`src/rtl/mmu_select_arbiter_pkg.sv`:
```
// Shared types and defaults for the MMU selector arbiter.
// Holds the FSM state enum, default sizing and the pointer-width helper.
package mmu_sel_pkg;

    typedef enum logic [1:0] {
        IDLE  = 2'd0,
        DRIVE = 2'd1,
        WAIT  = 2'd2,
        ACK   = 2'd3
    } selState_t;

    localparam int DEF_NUM_PORTS      = 4;
    localparam int DEF_TIMEOUT_CYCLES = 256;

    // clog2 that never returns 0, so single-entry vectors still get one bit
    function automatic int ptrWidth(input int n);
        return (n <= 1) ? 1 : $clog2(n);
    endfunction

endpackage

```
`src/rtl/mmu_select_arbiter_if.sv`:
```
// Request/selector bundle between requesters, the arbiter and the 4-way selector.
// master = arbiter side, slave = requesters plus selector side.
interface mmu_select_arbiter_if
    import mmu_sel_pkg::*;
#(
    parameter int NUM_PORTS = DEF_NUM_PORTS
);
    logic [NUM_PORTS-1:0] i_req;
    logic [NUM_PORTS-1:0] o_ack;
    logic [NUM_PORTS-1:0] o_select;
    logic                 o_drive;
    logic                 i_free;
    logic [NUM_PORTS-1:0] i_done;
    logic                 o_busy;
    logic                 o_err;

    modport master (
        input  i_req, i_free, i_done,
        output o_ack, o_select, o_drive, o_busy, o_err
    );

    modport slave (
        output i_req, i_free, i_done,
        input  o_ack, o_select, o_drive, o_busy, o_err
    );
endinterface

```
`src/rtl/mmu_select_arbiter_rr_pick.sv`:
```
// Combinational round-robin picker: rotate requests so rrPtr lands on bit 0,
// isolate the lowest set bit, rotate the one-hot grant back.
module mmu_rr_pick #(
    parameter int NUM_PORTS = 4,
    parameter int PTR_W     = 2
) (
    input  logic [NUM_PORTS-1:0] req,
    input  logic [PTR_W-1:0]     rrPtr,
    output logic [NUM_PORTS-1:0] grant
);
    logic [2*NUM_PORTS-1:0] reqDouble;
    logic [2*NUM_PORTS-1:0] reqShift;
    logic [NUM_PORTS-1:0]   reqRot;
    logic [NUM_PORTS-1:0]   grantRot;
    logic [2*NUM_PORTS-1:0] grantDouble;

    assign reqDouble   = {req, req};
    assign reqShift    = reqDouble >> rrPtr;
    assign reqRot      = reqShift[NUM_PORTS-1:0];
    // two's-complement trick keeps only the lowest set bit
    assign grantRot    = reqRot & (~reqRot + NUM_PORTS'(1));
    assign grantDouble = {grantRot, grantRot} << rrPtr;
    assign grant       = grantDouble[2*NUM_PORTS-1:NUM_PORTS];

endmodule

```
`src/rtl/mmu_select_arbiter.sv`:
```
// Round-robin arbiter sharing one MMU selector stage among NUM_PORTS requesters.
// Optional WAIT watchdog with sticky o_err is built when MMU_SEL_TIMEOUT_EN is defined.
module mmu_select_arbiter
    import mmu_sel_pkg::*;
#(
    parameter int NUM_PORTS      = DEF_NUM_PORTS,
    parameter int TIMEOUT_CYCLES = DEF_TIMEOUT_CYCLES
) (
    input  logic                clk,
    input  logic                rst,
    mmu_select_arbiter_if.master bus
);
    localparam int PTR_W = ptrWidth(NUM_PORTS);

    selState_t            stateReg, stateNext;
    logic [NUM_PORTS-1:0] selReg, selNext;
    logic [NUM_PORTS-1:0] grant;
    logic [PTR_W-1:0]     rrPtrReg, rrPtrNext;
    logic [PTR_W-1:0]     selIdx;
    logic [PTR_W-1:0]     idxTerms [NUM_PORTS];
    logic                 freeSeenReg, freeSeenNext;
    logic                 doneSeenReg, doneSeenNext;
    logic                 doneHit;
    logic                 complete;
    logic                 timeoutHit;

    mmu_rr_pick #(
        .NUM_PORTS (NUM_PORTS),
        .PTR_W     (PTR_W)
    ) rrPick (
        .req   (bus.i_req),
        .rrPtr (rrPtrReg),
        .grant (grant)
    );

    // selReg is one-hot, so OR-ing the gated indices yields its position
    for (genvar gi = 0; gi < NUM_PORTS; gi++) begin : gIdx
        assign idxTerms[gi] = selReg[gi] ? PTR_W'(gi) : '0;
    end

    always_comb begin
        selIdx = '0;
        for (int i = 0; i < NUM_PORTS; i++) begin
            selIdx = selIdx | idxTerms[i];
        end
    end

    assign doneHit  = |(bus.i_done & selReg);
    assign complete = (freeSeenReg | bus.i_free) & (doneSeenReg | doneHit);

`ifdef MMU_SEL_TIMEOUT_EN
    localparam int CNT_W = ptrWidth(TIMEOUT_CYCLES);

    logic [CNT_W-1:0] cntReg, cntNext;
    logic             errReg, errNext;

    assign timeoutHit = (stateReg == WAIT) && (cntReg == CNT_W'(TIMEOUT_CYCLES - 1));

    always_comb begin
        cntNext = cntReg;
        errNext = errReg;
        if (stateReg == DRIVE) begin
            cntNext = '0;
        end else if (stateReg == WAIT) begin
            cntNext = cntReg + CNT_W'(1);
        end
        if (timeoutHit && !complete) begin
            errNext = 1'b1;
        end
    end

    always_ff @(posedge clk) begin
        if (rst) begin
            cntReg <= '0;
            errReg <= 1'b0;
        end else begin
            cntReg <= cntNext;
            errReg <= errNext;
        end
    end

    assign bus.o_err = errReg;
`else
    assign timeoutHit = 1'b0;
    assign bus.o_err  = 1'b0;
`endif

    always_comb begin
        stateNext    = stateReg;
        selNext      = selReg;
        rrPtrNext    = rrPtrReg;
        freeSeenNext = freeSeenReg;
        doneSeenNext = doneSeenReg;
        bus.o_ack    = '0;
        bus.o_select = '0;
        bus.o_drive  = 1'b0;

        case (stateReg)
            IDLE: begin
                if (|bus.i_req) begin
                    selNext   = grant;
                    stateNext = DRIVE;
                end
            end
            DRIVE: begin
                bus.o_drive  = 1'b1;
                bus.o_select = selReg;
                freeSeenNext = 1'b0;
                doneSeenNext = 1'b0;
                stateNext    = WAIT;
            end
            WAIT: begin
                bus.o_select = selReg;
                freeSeenNext = freeSeenReg | bus.i_free;
                doneSeenNext = doneSeenReg | doneHit;
                if (complete || timeoutHit) begin
                    stateNext = ACK;
                end
            end
            ACK: begin
                bus.o_ack = selReg;
                rrPtrNext = (selIdx == PTR_W'(NUM_PORTS - 1)) ? '0 : selIdx + PTR_W'(1);
                stateNext = IDLE;
            end
            default: stateNext = IDLE;
        endcase
    end

    assign bus.o_busy = (stateReg != IDLE);

    always_ff @(posedge clk) begin
        if (rst) begin
            stateReg    <= IDLE;
            selReg      <= '0;
            rrPtrReg    <= '0;
            freeSeenReg <= 1'b0;
            doneSeenReg <= 1'b0;
        end else begin
            stateReg    <= stateNext;
            selReg      <= selNext;
            rrPtrReg    <= rrPtrNext;
            freeSeenReg <= freeSeenNext;
            doneSeenReg <= doneSeenNext;
        end
    end

endmodule
```
`src/flat_wrapper.sv`:
```
// flat-port wrapper written by rule: the top's interface ports become plain ports
module mmu_select_arbiter_flat import mmu_sel_pkg::*;
#(
    parameter int NUM_PORTS      = DEF_NUM_PORTS,
    parameter int TIMEOUT_CYCLES = DEF_TIMEOUT_CYCLES
)
  (clk, rst, bus_i_req, bus_i_free, bus_i_done, bus_o_ack, bus_o_select, bus_o_drive, bus_o_busy, bus_o_err);
  mmu_select_arbiter_if #(.NUM_PORTS(NUM_PORTS)) bus_i ();
  input  logic clk;
  input  logic rst;
  input wire logic [$bits(bus_i.i_req)-1:0] bus_i_req;
  input wire logic [$bits(bus_i.i_free)-1:0] bus_i_free;
  input wire logic [$bits(bus_i.i_done)-1:0] bus_i_done;
  output wire logic [$bits(bus_i.o_ack)-1:0] bus_o_ack;
  output wire logic [$bits(bus_i.o_select)-1:0] bus_o_select;
  output wire logic [$bits(bus_i.o_drive)-1:0] bus_o_drive;
  output wire logic [$bits(bus_i.o_busy)-1:0] bus_o_busy;
  output wire logic [$bits(bus_i.o_err)-1:0] bus_o_err;
  assign bus_i.i_req = bus_i_req;
  assign bus_i.i_free = bus_i_free;
  assign bus_i.i_done = bus_i_done;
  assign bus_o_ack = bus_i.o_ack;
  assign bus_o_select = bus_i.o_select;
  assign bus_o_drive = bus_i.o_drive;
  assign bus_o_busy = bus_i.o_busy;
  assign bus_o_err = bus_i.o_err;
  mmu_select_arbiter #(.NUM_PORTS(NUM_PORTS), .TIMEOUT_CYCLES(TIMEOUT_CYCLES)) u_core (.clk(clk), .rst(rst), .bus(bus_i));
endmodule
```
`config.mk`:
```
export PLATFORM = sky130hd
export DESIGN_NAME = mmu_select_arbiter_flat
export DESIGN_NICKNAME = d
export VERILOG_FILES = /design/src/rtl/mmu_select_arbiter_pkg.sv /design/src/rtl/mmu_select_arbiter_if.sv /design/src/rtl/mmu_select_arbiter_rr_pick.sv /design/src/rtl/mmu_select_arbiter.sv /design/src/flat_wrapper.sv
export SDC_FILE = /design/constraint.sdc
export NUM_CORES = 1
export LEC_CHECK = 0
export BUFFER_PORTS_ARGS = -buffer_cell sky130_fd_sc_hd__buf_2
export CORE_MARGIN = 5
export CORE_UTILIZATION = 51
export DETAILED_ROUTE_END_ITERATION = 8
export PLACE_DENSITY = 0.8
export SLEW_MARGIN = 20
export SYNTH_ARGS = -nofsm -noshare
export SYNTH_HDL_FRONTEND = slang
export SYNTH_SLANG_ARGS = --single-unit
```
`constraint.sdc`:
```
create_clock -name clk -period 1.9 [get_ports clk]
set_input_delay 0.095 -clock clk [delete_from_list [all_inputs] [get_ports clk]]
set_output_delay 0.095 -clock clk [all_outputs]
set_load 0.01 [all_outputs]
```
== Word-level counts from Yosys, hierarchy flattened ==
Cells that the tools add are included.

* Shifts and indexed selects: 2
* Multiplexer cells: 12
* Add/sub/neg operators: 2
* Eq/ne operators: 6
* Reduce and logical (&&, ||, !) cells: 8
* Bitwise gates (word level): 8

{| class="wikitable"
|+ Operator list
! cell !! number
|-
| $mux W2 || 5
|-
| $and A4 B4 Y4 || 2
|-
| $mux W4 || 2
|-
| $pmux W2 S4 || 1
|-
| $reduce_or A4 Y1 || 2
|-
| $shl A8 B2 Y8 || 1
|-
| $shr A8 B2 Y4 || 1
|-
| $eq A2 B2 Y1 const B || 3
|-
| $add A4 B1 Y4 const B || 1
|-
| $ne A2 B1 Y1 const B || 2
|-
| $not A4 Y4 || 1
|-
| $or A2 B2 Y2 || 2
|-
| $pmux W1 S2 || 2
|-
| $reduce_and A2 Y1 || 2
|-
| $reduce_bool A2 Y1 || 2
|-
| $add A2 B1 Y2 const B || 1
|-
| $eq A2 B1 Y1 const B || 1
|-
| $logic_not A2 Y1 || 1
|-
| $mux W1 || 2
|-
| $or A1 B1 Y1 || 2
|-
| $reduce_or A2 Y1 || 1
|-
| $and A1 B1 Y1 || 1
|}

* Output and inout port bits: 11
* Logic and storage cells: 43
* Bits in registers: 10

== Depth between registers and ports, before layout ==
* Depth in word-level cells: 6
* Depth in mapped cells: 6

== Cells and area by module ==
A second synthesis with hierarchy kept.

* Cell total of the unflattened synthesis: 80
* Area, all modules: 688.2 µm²

{| class="wikitable"
|+ Modules (own cells, without submodules)
! module !! area an instance (µm²) !! cells each !! seq. area each (µm²) !! times used
|-
| mmu_select_arbiter || 589.3 || 64 || 200.2 || 1
|-
| mmu_rr_pick || 98.8 || 16 || 0.0 || 1
|}

== Worst setup path after synthesis ==
OpenSTA, ideal clock, no wires.

* Path kind: reg-to-reg
* From: register u_core.stateReg[0]
* To: register u_core.stateReg[1]
* Arrival: 1.131 ns
* Library setup time: 0.072 ns
* Data required time: 1.828 ns
* Setup slack: 0.697 ns
* Buffers on the path: 0
* Cell stages (with the launch flop): 6
* Cell sequence: dfxtp_1 inv_1 ha_1 nand2_1 a21boi_1 mux2i_1

* Cells in the longest elaborated chain, start to end: 3

{| class="wikitable"
|+ RTL lines
! item !! RTL line !! source
|-
| start: declaration || mmu_select_arbiter.sv:15 || <nowiki>selState_t stateReg, stateNext;</nowiki>
|-
| start signal: assignment || mmu_select_arbiter.sv:139 || <nowiki>stateReg <= stateNext;</nowiki>
|-
| $eq A2 B2 Y1 / $logic_not A2 Y1 (equally long branches) || mmu_select_arbiter.sv:98 || <nowiki>case (stateReg)</nowiki>
|-
| $ne A2 B1 Y1 (no source line) || n/a ||
|-
| $reduce_and A2 Y1 (no source line) || n/a ||
|}

Parallel ways exist; a longest one is shown, timed or not.
A chain may end at the register's enable or synchronous reset.

== Worst setup path in the final report ==
* From: register u_core.stateReg[0]
* To: output bus_o_select[0]

* Cells in the longest elaborated chain, start to end: 3

{| class="wikitable"
|+ RTL lines
! item !! RTL line !! source
|-
| $eq A2 B1 Y1 / $eq A2 B2 Y1 (equally long branches) || mmu_select_arbiter.sv:98 ||
|-
| $reduce_or A2 Y1 (no source line) * || n/a ||
|-
| $mux W4 * || mmu_select_arbiter.sv:98 ||
|-
| end: declaration || flat_wrapper.sv:15 || <nowiki>output wire logic [$bits(bus_i.o_select)-1:0] bus_o_select;</nowiki>
|}

Mark *: on every way between the ends. The rest lies on a longest branch, timed or not.

==> summary.log <==
[status] result of the run finished, final reports clean
[route] Residual DRC 0
[cts] root buffer cell clkbuf_4
[route] detailed-route vias per instance 5.358
[route] violation count after the first detailed-route iteration 14
[cts] level count of the clock H-tree 1
[global_route] vias in the first global route 558
[critical_path] R2R Path End u_core.stateReg[1]
[layout] fillers 114
[global_route] grt total ovfl 0
[sta] min Tclk post-route 1.565 ns
[worst_hold_path] type of the worst min-delay path in2reg
[placed_design] count of input and output buffers 20
[layout] count of nets after finishing 123
[sta] setup-violating endpoint count in the final report 0
[yosys] cell type contributing the most total cell area after synthesis dfxtp_1
[cts] clock insertion delay at the later pin of the skew report 0.25 ns
[yosys] Yosys top cell area share 29.91%
[global_route] antenna violations before repair 0
[placed_design] final HPWL from detailed placement 1076 um
[route] Routed wire per std cell 11.30 um
[route] number of search-and-repair iterations in the first detailed-routing pass 4
[yosys] post-synthesis cell area 669.4 sq um
[placed_design] post-detailed-placement cell area 777.0 sq um
[critical_path] number of cell instances on the worst register-to-register path 5
[flow_run] max-cap violation count 0
[route] ANT nets after route 0
[power_and_ir_drop] overall power after layout 926.1 uW
[layout] final cell utilization of the core 63.02%
[yosys] top_reg_cell synth dfxtp_1
[power_and_ir_drop] highest ir drop seen on vdd 0.6757 mV
[worst_hold_path] terminating pin of the worst hold path u_core.selReg[2]
[critical_path] Critical Path Sink Type primary output
[cts] Clk pin slew, worst setup/hold paths 0.06 ns
[critical_path] worst r2r src u_core.stateReg[0]
[yosys] top post-synthesis cells by count dfxtp_1, a21oi_1, and2_1, nor2_1
[floorplanning] initial cell density of the core 52.76%
[placed_design] Placer Congestion 0.7957
[layout] number of antenna cells inserted 0
[critical_path] worst stage delay on the critical path 0.41 ns
[power_and_ir_drop] power density over the cells 1158 mW/mm^2
[critical_path] Worst path slowest cell ha_1
[floorplanning] area of the die 0.002137 sq mm
[sta] Slew Limit Fails 0
[global_route] maximum number of pins on one net before global-route repair 12
[sta] clk_skew 0.008744 ns
[yosys] area share of and/or/nand/nor cells after synthesis 27.85%
[floorplanning] number of rows in the core area 13
[sta] setup repair after global routing missed its margin false
[cts] clock tree from TritonCTS yes
[route] final routed wirelength across all metal layers 1356 um
[route] detailed-route via count 643
[yosys] Synth Area in XOR/XNOR 1.308%
[yosys] library cells used by synthesis 28
[cts] total of cells resized after clock tree synthesis 0
[critical_path] worst setup path category reg2out
[yosys] number of register bits inferred by synthesis 10
[cts] total CTS buffers 3
[floorplanning] I/O pin count 22
[floorplanning] DIE HEIGHT 46.23 um
[floorplanning] area of the core 0.001269 sq mm
[critical_path] worst setup slack for register-to-register paths 0.57 ns
[sta] Hold Fails Final Rpt 0
[floorplanning] chip width 46.23 um
[critical_path] cells along the critical path inv_1, ha_1, and2_1, buf_2
[sta] maximum clock frequency 638.9 MHz
[yosys] Synth Area in Compound Gates 22.62%
[cts] total setup buffers inserted after CTS 0
[layout] flip-flop and latch area 200.2 sq um
[cts] worst-case clock buffer depth 2
[yosys] count leader, synth dfxtp_1
[critical_path] startpoint kind of the worst setup timing path flop
[critical_path] highest net fanout along the worst path 9
[critical_path] signal arrival time at the worst endpoint 1.47 ns
[global_route] global-route wire length before repair 2256 um
[cts] hold buffer count at CTS 0
[sta] final worst-path setup slack 0.3347 ns
[critical_path] endpoint required time on the critical path 1.80 ns
[worst_hold_path] cell depth of the worst hold path 2
[power_and_ir_drop] Leakage 0.0003609 uW
[yosys] number of flops mapped to enable cells by yosys 0
[yosys] synthesized netlist net count 100
[sta] period utilisation layout 82.38%
[placed_design] worst setup slack before clock tree synthesis 0.5804 ns
[yosys] mean post-synth cell area 7.969 sq um
[yosys] dominant combinational cell family by area after synthesis simple AND/OR/NAND/NOR gates
[yosys] count of warnings emitted by yosys 0
[global_route] Total GRT Usage 14.68%
[layout] cell area after layout 799.5 sq um
[yosys] share of synthesized registers carrying an async set or reset 0%
[cts] clock sink total 10
[layout] share of cells above drive strength 1 24.76%
[worst_hold_path] Hold Crit Start rst
[yosys] Cells after Synth 84
[yosys] mux share of post-synthesis cell area 4.486%
[yosys] cell types occupying the most area after synthesis dfxtp_1, ha_1, and2_1, a21oi_1, nand2b_1
[layout] Area growth syn-to-layout 19.44%
[sta] setup TNS after final layout 0 ns
[layout] Multi-input gate area 442.9 sq um
[yosys] sequential area share after synthesis 29.91%
[yosys] synthesized-area fraction occupied by adder cells 9.346%
## final cells by class
type,count,area share [%]
timing repair buffer,20,12.52
tap,15,2.347
inverter,4,1.878
clock buffer,3,2.817
multi-input combinational,68,55.40
sequential,10,25.04
## placed cells by master, fill, tap and decap left out, drive strengths merged
cell type,n
or2,2
a21boi,1
dfxtp,10
nor3,3
o2bb2ai,2
a21oi,9
a222oi,1
nor4,1
o22ai,1
conb,1
nand2,5
ha,5
xnor2,1
and2,8
mux2i,3
nor2b,1
o211ai,1
a2bb2oi,1
o21a,2
a211oi,2
buf,20
nor2,8
nand3,2
clkbuf,3
inv,4
a311oi,1
o21ai,2
nand2b,5
## how the worst max path moves through the flow
stage / startpoint / endpoint / slack (ns) / cells past startpoint
after CTS: u_core.stateReg[0] / bus_o_select[0] / 0.34 / 4
after global placement: u_core.stateReg[0] / u_core.stateReg[1] / 0.61 / 5
after detailed placement: u_core.stateReg[0] / u_core.stateReg[1] / 0.58 / 5
after floorplan: u_core.stateReg[0] / u_core.stateReg[1] / 0.70 / 5
final: u_core.stateReg[0] / bus_o_select[0] / 0.33 / 4
after global routing: u_core.stateReg[1] / bus_o_select[1] / 0.25 / 4
## registers in the layout, summed over array words and instances (netlist names)
signal              count
u_core.doneSeenReg      1
u_core.freeSeenReg      1
u_core.selReg           4
u_core.rrPtrReg         2
u_core.stateReg         2
## through the flow
| stage | std cells | hold slack [ns] |
|---|---|---|
| after floorplan | 84 | 0.2425 |
| after global placement | 117 | 0.3957 |
| after detailed placement | 117 | 0.4018 |
| after CTS | 120 | 0.1331 |
| after global routing | 120 | 0.1537 |
| final | 120 | 0.1317 |
## cells by family (layout without fill, tap and decap cells)
family,Yosys count,in the layout
AOI/OAI and AO/OA,23,23
muxes,3,3
DFF,10,10
xor gates and xnor gates,1,1
and+or+nand+nor,35,35
buffers and inverters,6,27
other,1,1
adders and majority gates,5,5
## where the power goes
part | internal, uW | total, uW | switching [uW]
logic | 204 | 453 | 249
clock network | 72.6 | 134 | 61.9
registers | 270 | 338 | 68.1
## per-layer routing
| metal | part of all wire [%] | global-route usage [%] | up-vias |
|---|---|---|---|
| met2 | 41 | 21.43 | 22 |
| met4 | 1.7 | 8.523 | 0 |
| met3 | 9.9 | 3.906 | 2 |
| met5 | 0 | 0 | - |
| met1 | 47 | 19.11 | 284 |
| li1 | - | - | 335 |
## worst max-delay path, delay by kind of cell (launching register included)
family | cells | cell delay [ns]
buffers and inverters | 2 | 0.23
flip-flops | 1 | 0.38
adder cells (fa/ha/maj) | 1 | 0.41
AND/OR/NAND/NOR | 1 | 0.19
(Power assumes the default switching activity.)
